===== src/rtl/wishbone_arbiter.sv =====
// Round-robin arbiter that lets one of N_MASTERS Wishbone masters at a time reach a single slave.
// Supports bus locking and a watchdog that terminates strobes the slave never answers.
module wishbone_arbiter #(
    parameter int unsigned N_MASTERS = 4,
    parameter int unsigned TIMEOUT   = 255
) (
    input  logic                      clk_i,
    input  logic                      rst_ni,
    input  logic [N_MASTERS-1:0]      m_cyc_i,
    input  logic [N_MASTERS-1:0]      m_stb_i,
    input  logic [N_MASTERS-1:0]      m_we_i,
    input  logic [N_MASTERS-1:0]      m_lock_i,
    input  logic [32*N_MASTERS-1:0]   m_adr_i,
    input  logic [32*N_MASTERS-1:0]   m_dat_i,
    input  logic [4*N_MASTERS-1:0]    m_sel_i,
    output logic [N_MASTERS-1:0]      m_gnt_o,
    output logic [N_MASTERS-1:0]      m_ack_o,
    output logic [N_MASTERS-1:0]      m_err_o,
    output logic [N_MASTERS-1:0]      m_rty_o,
    output logic [31:0]               m_dat_o,
    output logic                      s_cyc_o,
    output logic                      s_stb_o,
    output logic                      s_we_o,
    output logic [31:0]               s_adr_o,
    output logic [31:0]               s_dat_o,
    output logic [3:0]                s_sel_o,
    input  logic [31:0]               s_dat_i,
    input  logic                      s_ack_i,
    input  logic                      s_err_i,
    input  logic                      s_rty_i
);

    localparam int unsigned      IdxW   = $clog2(N_MASTERS);
    localparam logic [IdxW:0]    NumM   = (IdxW+1)'(N_MASTERS);
    localparam logic [IdxW-1:0]  LastM  = IdxW'(N_MASTERS - 1);
    localparam logic [15:0]      TmoVal = 16'(TIMEOUT);

    typedef enum logic [0:0] {StIdle, StBusy} state_e;

    state_e          state_q, state_d;
    logic [IdxW-1:0] owner_q, owner_d;
    logic [IdxW-1:0] ptr_q, ptr_d;
    logic [15:0]     wd_cnt_q, wd_cnt_d;

    logic            busy;
    logic            tmo;
    logic            resp;
    logic            pick_valid;
    logic [IdxW-1:0] pick_idx;
    logic [IdxW:0]   cand;

    assign busy    = (state_q == StBusy);
    assign tmo     = busy && (wd_cnt_q == TmoVal);
    assign resp    = s_ack_i | s_err_i | s_rty_i;
    assign m_dat_o = s_dat_i;

    always_ff @(posedge clk_i or negedge rst_ni) begin
        if (!rst_ni) begin
            state_q  <= StIdle;
            owner_q  <= '0;
            ptr_q    <= '0;
            wd_cnt_q <= '0;
        end else begin
            state_q  <= state_d;
            owner_q  <= owner_d;
            ptr_q    <= ptr_d;
            wd_cnt_q <= wd_cnt_d;
        end
    end

    // First requester at or after ptr, wrapping modulo N_MASTERS.
    always_comb begin
        pick_valid = 1'b0;
        pick_idx   = ptr_q;
        cand       = '0;
        for (int unsigned i = 0; i < N_MASTERS; i++) begin
            cand = {1'b0, ptr_q} + (IdxW+1)'(i);
            if (cand >= NumM) begin
                cand = cand - NumM;
            end
            if (!pick_valid && m_cyc_i[cand[IdxW-1:0]]) begin
                pick_valid = 1'b1;
                pick_idx   = cand[IdxW-1:0];
            end
        end
    end

    always_comb begin
        state_d  = state_q;
        owner_d  = owner_q;
        ptr_d    = ptr_q;
        wd_cnt_d = '0;
        unique case (state_q)
            StIdle: begin
                if (pick_valid) begin
                    state_d = StBusy;
                    owner_d = pick_idx;
                end
            end
            StBusy: begin
                if (!m_cyc_i[owner_q] && !m_lock_i[owner_q]) begin
                    state_d = StIdle;
                    ptr_d   = (owner_q == LastM) ? '0 : owner_q + IdxW'(1);
                end else if (s_stb_o && !resp) begin
                    // s_stb_o is already low on the timeout cycle, so that cycle clears the count.
                    wd_cnt_d = (wd_cnt_q == 16'hFFFF) ? wd_cnt_q : wd_cnt_q + 16'd1;
                end
            end
            default: state_d = StIdle;
        endcase
    end

    always_comb begin
        m_gnt_o = '0;
        m_ack_o = '0;
        m_err_o = '0;
        m_rty_o = '0;
        s_cyc_o = 1'b0;
        s_stb_o = 1'b0;
        s_we_o  = 1'b0;
        s_adr_o = '0;
        s_dat_o = '0;
        s_sel_o = '0;
        if (busy) begin
            m_gnt_o[owner_q] = 1'b1;
            s_cyc_o          = m_cyc_i[owner_q];
            s_stb_o          = m_stb_i[owner_q] & ~tmo;
            s_we_o           = m_we_i[owner_q];
            s_adr_o          = m_adr_i[32*owner_q +: 32];
            s_dat_o          = m_dat_i[32*owner_q +: 32];
            s_sel_o          = m_sel_i[4*owner_q +: 4];
            m_ack_o[owner_q] = s_ack_i;
            m_rty_o[owner_q] = s_rty_i;
            // A real slave response on the timeout cycle takes precedence over the watchdog error.
            m_err_o[owner_q] = s_err_i | (tmo & ~resp);
        end
    end

endmodule


===== config.mk =====
export PLATFORM = sky130hd
export DESIGN_NAME = wishbone_arbiter
export DESIGN_NICKNAME = d
export VERILOG_FILES = /design/src/rtl/wishbone_arbiter.sv
export SDC_FILE = /design/constraint.sdc
export NUM_CORES = 1
export LEC_CHECK = 0
export ABC_AREA = 1
export CAP_MARGIN = 5
export CORE_AREA = 2 2 174 176
export DETAILED_ROUTE_END_ITERATION = 8
export DIE_AREA = 0 0 176 178
export SETUP_SLACK_MARGIN = 0.3
export SLEW_MARGIN = 10
export SYNTH_ARGS = -nofsm -noshare
export SYNTH_HDL_FRONTEND = slang
export SYNTH_SLANG_ARGS = --single-unit

===== constraint.sdc =====
create_clock -name clk_i -period 1.9 [get_ports clk_i]
set_clock_uncertainty 0.2 [all_clocks]
set_input_delay 0.285 -clock clk_i [delete_from_list [all_inputs] [get_ports clk_i]]
set_output_delay 0.285 -clock clk_i [all_outputs]
set_load 0.03 [all_outputs]

==> metrics.txt, run 1 <==
crit path to s_sel_o[2]; drt via density 4.486; EDFF count, synth 0; Top Family by Delay on Critical Path flip-flops; vias post-DR 7622; failing checks negative setup slack; number of cells on the critical path 6; internal reg-to-reg setup slack -0.26 ns; CP Buf/Inv Count 3; cell with the most instances after synthesis nor2_1; buffers added on ports around 380; minimum clock period around 2.3 ns; ys async rst share 100.0%; initial antenna violation count 1; Synth top cells by count 311 x nor2_1, 143 x o21ai_0, 88 x nand2_1; Num CTS Buffers 3; Synth Cell Area 0.004344 mm^2; clk slew on worst S/H paths 0.06 ns; Seq/Total Area, Yosys 12.10%; drt wl/cell 17.70 um; Rel. slew slack between 70 and 80%; vias in the first global route 7741; final core utilization 41.69%; Total GRT Usage 17.56%; Reg2Reg Depth 11; I/O pins 444; layout cell share with drive strength beyond 1 roughly 43%; Longest Clk Path Bufs 2; Synth area leader nor2_1; core area 0.02940 mm^2; post-synth top area share 26.87%; WP data arrival 1.85 ns; Post-synth top flop dfrtp_1; RR Endpoint wd_cnt_q[14]$_DFFE_PN0P_; Post-DRT Antenna Nets 0; run status complete, but fails checks; CP Cell Sequence buf_12 -> buf_12 -> nor2_1 -> o21ai_1 -> a21oi_2 -> buf_12; Crit Path Class flop to output port; Slew Limit Fails 0; Most common cell on crit path buf_12; Min-Delay Path Class input pin to asynchronous set/reset pin; Die ar. about 0.031 mm^2; Worst Tran Pin Value roughly 0.37 ns; DP Wirelength ~20000 um; Starting Density 14.78%; syn_area_per_cell 5.081 um^2; Synth area leaders nor2_1 27%, o21ai_0 16%, dfrtp_1 12%; WP data required 1.41 ns; reg2reg start owner_q[0]$_DFFE_PN0P_; Net Count, Synth 1185; GPL Wtd Cong 0.8696; maximum vdd drop approximately 0.00083 V; GRT overflow 0; clock sink total 21; Setup crit end kind output port; clk root buf clkbuf_16; Final setup viols 104; Seq cells post-synth 21; Setup TNS -29.82 ns; die width 176 um; Setup crit start owner_q[1]$_DFFE_PN0P_; Area Growth Syn to Fin 182.1%; Startpoint Class flop; FMAX 428.9 MHz; Nets 1639; drt first pass iters 4; DRC errors left 0; Rows 63; CTS tree done; H-tree levels 1; Syn. warnings 0; Final WS setup -0.4317 ns; # hold bufs at CTS 0; overall routed net length 30070 um; largest net degree at the start of global routing 51; worst skew pair latency around 0.26 ns; first-pass GRT wire length 42430 um; Mapped Cells 855; Max Cap Viol 0; pwr dens 1694 mW/mm^2; Hold Vio Cnt, Final 0; drt first-iter violations around 270; leakage 4.818 nW; RSZ-0062 raised after global routing true; Yosys cell types 30; part of the cycle the worst path needs 122.7%; worst-path maximum fanout 14; Die Span Y 178 um; critical path's largest stage delay 0.57 ns; Max stage delay cell, worst path dfrtp_4
## logic make-up after synthesis
family	share of synthesized area, %
and+or+nand+nor	43.23
AOI/OAI and AO/OA	27.45
buffers and inverters	15.18
DFF	12.10
adders and majority gates	1.440
xor gates and xnor gates	0.6049
## state kept, by name, summed over array words and instances, names as in the netlist
name,cells
wd_cnt_q,16
busy,1
ptr_q,2
owner_q,2
## area by class of cell
class                           instances  area [um^2]
Inverter                               45        214.0
Fill cell                            2850        17150
Multi-Input combinational cell        701         4720
Antenna cell                            1        2.502
Clock buffer                            4        78.83
Sequential cell                        21        535.5
Tap cell                              390        488.0
Timing Repair inverter                  2        11.26
Timing Repair Buffer                  535         6207
## per-layer routing
| layer | global-route usage (%) | share of wire [%] |
|---|---|---|
| met5 | 0 | 0 |
| met4 | 6.749 | 4.1 |
| met3 | 3.197 | 6.9 |
| met2 | 33.51 | 52 |
| met1 | 19.16 | 37 |
## cell usage in the layout, fill, tap and decap left out, types with 2 or more instances in the layout
cell type        instances
o21ai_0                  7
nor2_4                  52
dfrtp_2                  2
buf_8                    4
dfrtp_1                 17
a21oi_2                 39
nand2_2                 21
inv_6                    2
o21ai_4                  3
xor2_1                   3
buf_4                   83
nor2_2                  42
a21oi_4                 33
clkdlybuf4s50_1        289
nor2_1                 225
inv_4                    2
nand2_4                  6
clkinvlp_4               3
inv_8                    3
ha_4                     5
a21oi_1                  4
dfrtp_4                  2
bufbuf_16                2
nand3_1                 21
inv_2                   11
nand4_4                  2
o21ai_1                 74
o21ai_2                 72
buf_6                   82
clkbuf_16                5
dlymetal6s2s_1           2
nand2_1                 64
inv_1                   26
buf_12                  49
nand4_1                  3
nor3_1                   4
buf_16                  21
nand3_2                 11
nand2_8                  4
## how the worst min path moves through the flow
stage,startpoint,to,slack [ns],depth (start not counted)
after floorplan,rst_ni,busy$_DFF_PN0_,-0.21,0
after CTS,rst_ni,wd_cnt_q[11]$_DFFE_PN0P_,0.18,2
after global routing,rst_ni,wd_cnt_q[11]$_DFFE_PN0P_,0.21,2
after global placement,s_dat_i[0],m_dat_o[0],0.37,0
after detailed placement,s_dat_i[0],m_dat_o[0],0.37,0
final,rst_ni,wd_cnt_q[11]$_DFFE_PN0P_,0.17,2
## power breakdown
part	internal (mW)	total [mW]	switching [mW]
Combinational	9.28	19.6	10.3
Sequential	0.523	0.688	0.165
Clock	0.287	0.462	0.175
Total	10.1	20.8	10.7
## metrics by stage
stage | power [mW] | setup WS, ns | hold WS (ns) | instance area (um^2) | instances
2_1_floorplan | 9.117 | -0.1419 | -0.2106 | 5209 | 855
5_1_grt | 21.85 | -0.4700 | 0.2139 | 12260 | 1699
3_5_place_dp | 14.69 | -0.3161 | 0.3702 | 9744 | 1619
4_1_cts | 19.98 | -0.3936 | 0.1819 | 11840 | 1688
3_3_place_gp | 14.60 | -0.3933 | 0.3702 | 9744 | 1619
6_report | 20.77 | -0.4317 | 0.1679 | 12260 | 1699
## what timing repair did
item                       4_1_cts  5_1_grt
setup buffers                   41        8
hold endpoints to repair         0        0
setup endpoints to repair      108      108
resized for setup              312       79
gates cloned                    24        2
pin swaps                       75       40
No activity file was read; power rests on OpenSTA's default activity.
==> run 2: changes to the inputs <==
Settings changed: CORE_AREA 2 2 174 176 to 4 4 171 173, CTS_CLUSTER_SIZE set to 8, DIE_AREA 0 0 176 178 to 0 0 175 177.
==> run 2 against run 1 <==
  * The flow still finishes with violations (negative setup slack)
  * Combinational power is 7% higher
  * First-iteration DRC count grew 25%
  * Flip-flop and latch count stayed put
  * Clock power hardly changed
  * Non-clock buffer count is 11 higher
  * Cell count unchanged
  * Sequential power is 4.7% lower
  * Core utilization grew 6.0 points
  * Global-route usage up 0.60 points
  * Total power is 6.7% higher
  * Via count is 1.9% higher
  * Critical path type is now input pin to output port
==> metrics.txt, run 2 (synthesized netlist as in run 1, its figures left out) <==
run status complete, but fails checks (unchanged); failing checks negative setup slack (unchanged); vias post-DR 7764 (was 7622); Startpoint Class input pin (was flop); H-tree levels 1 (unchanged); Post-DRT Antenna Nets 0 (unchanged); leakage 5.020 nW (was 4.818 nW); Final WS setup -0.4202 ns (was -0.4317 ns); drt first pass iters 5 (was 4); Die ar. 0.03098 mm^2 (was 0.03133 mm^2); die width 175 um (was 176 um); drt first-iter violations 336 (was 269); pwr dens 1683 mW/mm^2 (was 1694 mW/mm^2); Reg2Reg Depth 11 (unchanged); Max Cap Viol 0 (unchanged); drt wl/cell 19.13 um (was 17.70 um); Nets 1650 (was 1639); Starting Density 15.72% (was 14.78%); Slew Limit Fails 0 (unchanged); most common cell after layout, fill and taps aside clkdlybuf4s50_1 (unchanged); layout cell share with drive strength beyond 1 52.01% (was 43.27%); clock sink total 21 (unchanged); Total GRT Usage 18.15% (was 17.56%); # hold bufs at CTS 0 (unchanged); overall routed net length 32500 um (was 30070 um); CTS tree done (unchanged); internal reg-to-reg setup slack -0.35 ns (was -0.26 ns); part of the cycle the worst path needs 122.1% (was 122.7%); worst-path maximum fanout 4 (was 14); buffers added on ports 379 (unchanged); DP Wirelength 21490 um (was 20330 um); clk root buf clkbuf_16 (unchanged); Area Growth Syn to Fin 203.0% (was 182.1%); drt via density 4.570 (was 4.486); minimum hold slack 0.1718 ns (was 0.1679 ns); DRC errors left 0 (unchanged); clk slew on worst S/H paths 0.06 ns (about the same); GRT overflow 0 (unchanged); Setup crit start s_ack_i (was owner_q[1]$_DFFE_PN0P_); crit path to m_err_o[1] (was s_sel_o[2]); maximum vdd drop 0.0009152 V (was 0.0008269 V); first-pass GRT wire length 44420 um (was 42430 um); Crit Path Class input pin to output port (was flop to output port); minimum clock period 2.320 ns (was 2.332 ns); Regs by FF count wd_cnt_q x16, owner_q x2, ptr_q x2 (unchanged); max reg flops 16 (unchanged); worst skew pair latency 0.25 ns (was 0.26 ns); I/O pins 444 (unchanged); Rows 61 (was 63); RSZ-0062 raised after global routing true (unchanged); Hold Vio Cnt, Final 0 (unchanged); RR Endpoint wd_cnt_q[5]$_DFFE_PN0P_ (was wd_cnt_q[14]$_DFFE_PN0P_); Setup TNS -32.81 ns (was -29.82 ns); Most flops, register wd_cnt_q (unchanged); WP data required 1.41 ns (about the same); FMAX 431.0 MHz (was 428.9 MHz); reg2reg start owner_q[0]$_DFFE_PN0P_ (unchanged); Longest Clk Path Bufs 2 (unchanged); initial antenna violation count 3 (was 1); Setup crit end kind output port (unchanged); core area 0.02763 mm^2 (was 0.02940 mm^2); Min-Delay Path Class input pin to asynchronous set/reset pin (unchanged); # fillers 2582 (was 2850); largest net degree at the start of global routing 38 (was 51); Rel. slew slack 76.77% (was 75.41%); Num CTS Buffers 3 (unchanged); Final setup viols 105 (was 104); Die Span Y 177 um (was 178 um); WP data arrival 1.84 ns (was 1.85 ns); vias in the first global route 7737 (was 7741); Worst Tran Pin Value 0.3485 ns (was 0.3688 ns); most frequent cells in the layout 288 x clkdlybuf4s50_1, 136 x nor2_1, 99 x nor2_2, 93 x buf_6, 84 x nor2_4 (was 289 x clkdlybuf4s50_1, 225 x nor2_1, 83 x buf_4, 82 x buf_6, 74 x o21ai_1); GPL Wtd Cong 0.8677 (was 0.8696)
==> run 2: critical path, stage by stage <==
cell	delay, ns
clkdlybuf4s50_1	0.43
nor3_1	0.30
inv_1	0.12
o31ai_4	0.27
clkinv_4	0.15
nor2_4	0.15
buf_12	0.12
==> run 2: routing by layer <==
metal / vias to the layer above / GRT usage (%) / wire length (um)
met2: 393 / 34.63 / 17340
met4: 2 / 4.386 / 842
met5: - / 0 / 13
met3: 48 / 4.315 / 2521
met1: 3612 / 20.30 / 11780
li1: 3709 / - / -
==> run 2: stage by stage <==
| step | power (mW) | std cells | utilization (%) | setup WS, ns | instance area [um^2] |
|---|---|---|---|---|---|
| after CTS | 20.01 | 1672 | 43.05 | -0.4352 | 11900 |
| after global routing | 23.29 | 1699 | 47.65 | -0.4947 | 13160 |
| after global placement | 14.58 | 1611 | 35.19 | -0.3569 | 9722 |
| after floorplan | 9.117 | 855 | - | -0.1419 | 5209 |
| after detailed placement | 14.65 | 1611 | 35.19 | -0.3117 | 9722 |
| final | 22.15 | 1699 | 47.65 | -0.4202 | 13160 |
==> run 2: worst min path at each step <==
stage          slack [ns]  depth (start not counted)        start                       end
2_1_floorplan       -0.21                          0       rst_ni            busy$_DFF_PN0_
4_1_cts              0.19                          2       rst_ni   wd_cnt_q[1]$_DFFE_PN0P_
6_report             0.17                          2       rst_ni  wd_cnt_q[13]$_DFFE_PN0P_
5_1_grt              0.22                          2       rst_ni  wd_cnt_q[13]$_DFFE_PN0P_
3_5_place_dp         0.37                          0  s_dat_i[18]               m_dat_o[18]
3_3_place_gp         0.37                          0  s_dat_i[18]               m_dat_o[18]
==> run 2: layout make-up <==
type / instances / area (um^2) / share of cell area, %
Timing Repair Buffer: 546 / 6528 / 49.59
Multi-Input combinational cell: 701 / 5275 / 40.07
Sequential cell: 21 / 535.5 / 4.068
Tap cell: 378 / 473.0 / 3.593
Inverter: 45 / 252.7 / 1.920
Clock buffer: 3 / 75.07 / 0.5703
Timing Repair inverter: 2 / 15.01 / 0.1141
Clock inverter: 1 / 5.005 / 0.03802
Antenna cell: 2 / 5.005 / 0.03802
==> run 2: where the power goes <==
group	switching [mW]	total [mW]	internal [mW]
combinational	11.0	21.0	10.1
clock	0.177	0.460	0.283
sequential	0.133	0.656	0.523
total	11.3	22.2	10.9
==> run 2: what timing repair did <==
item,in CTS,in global routing
pin swaps,103,152
setup buffers,32,18
endpoints found under the hold margin,0,0
cloned,25,7
endpoints found under the setup margin,108,108
resized for setup,339,276
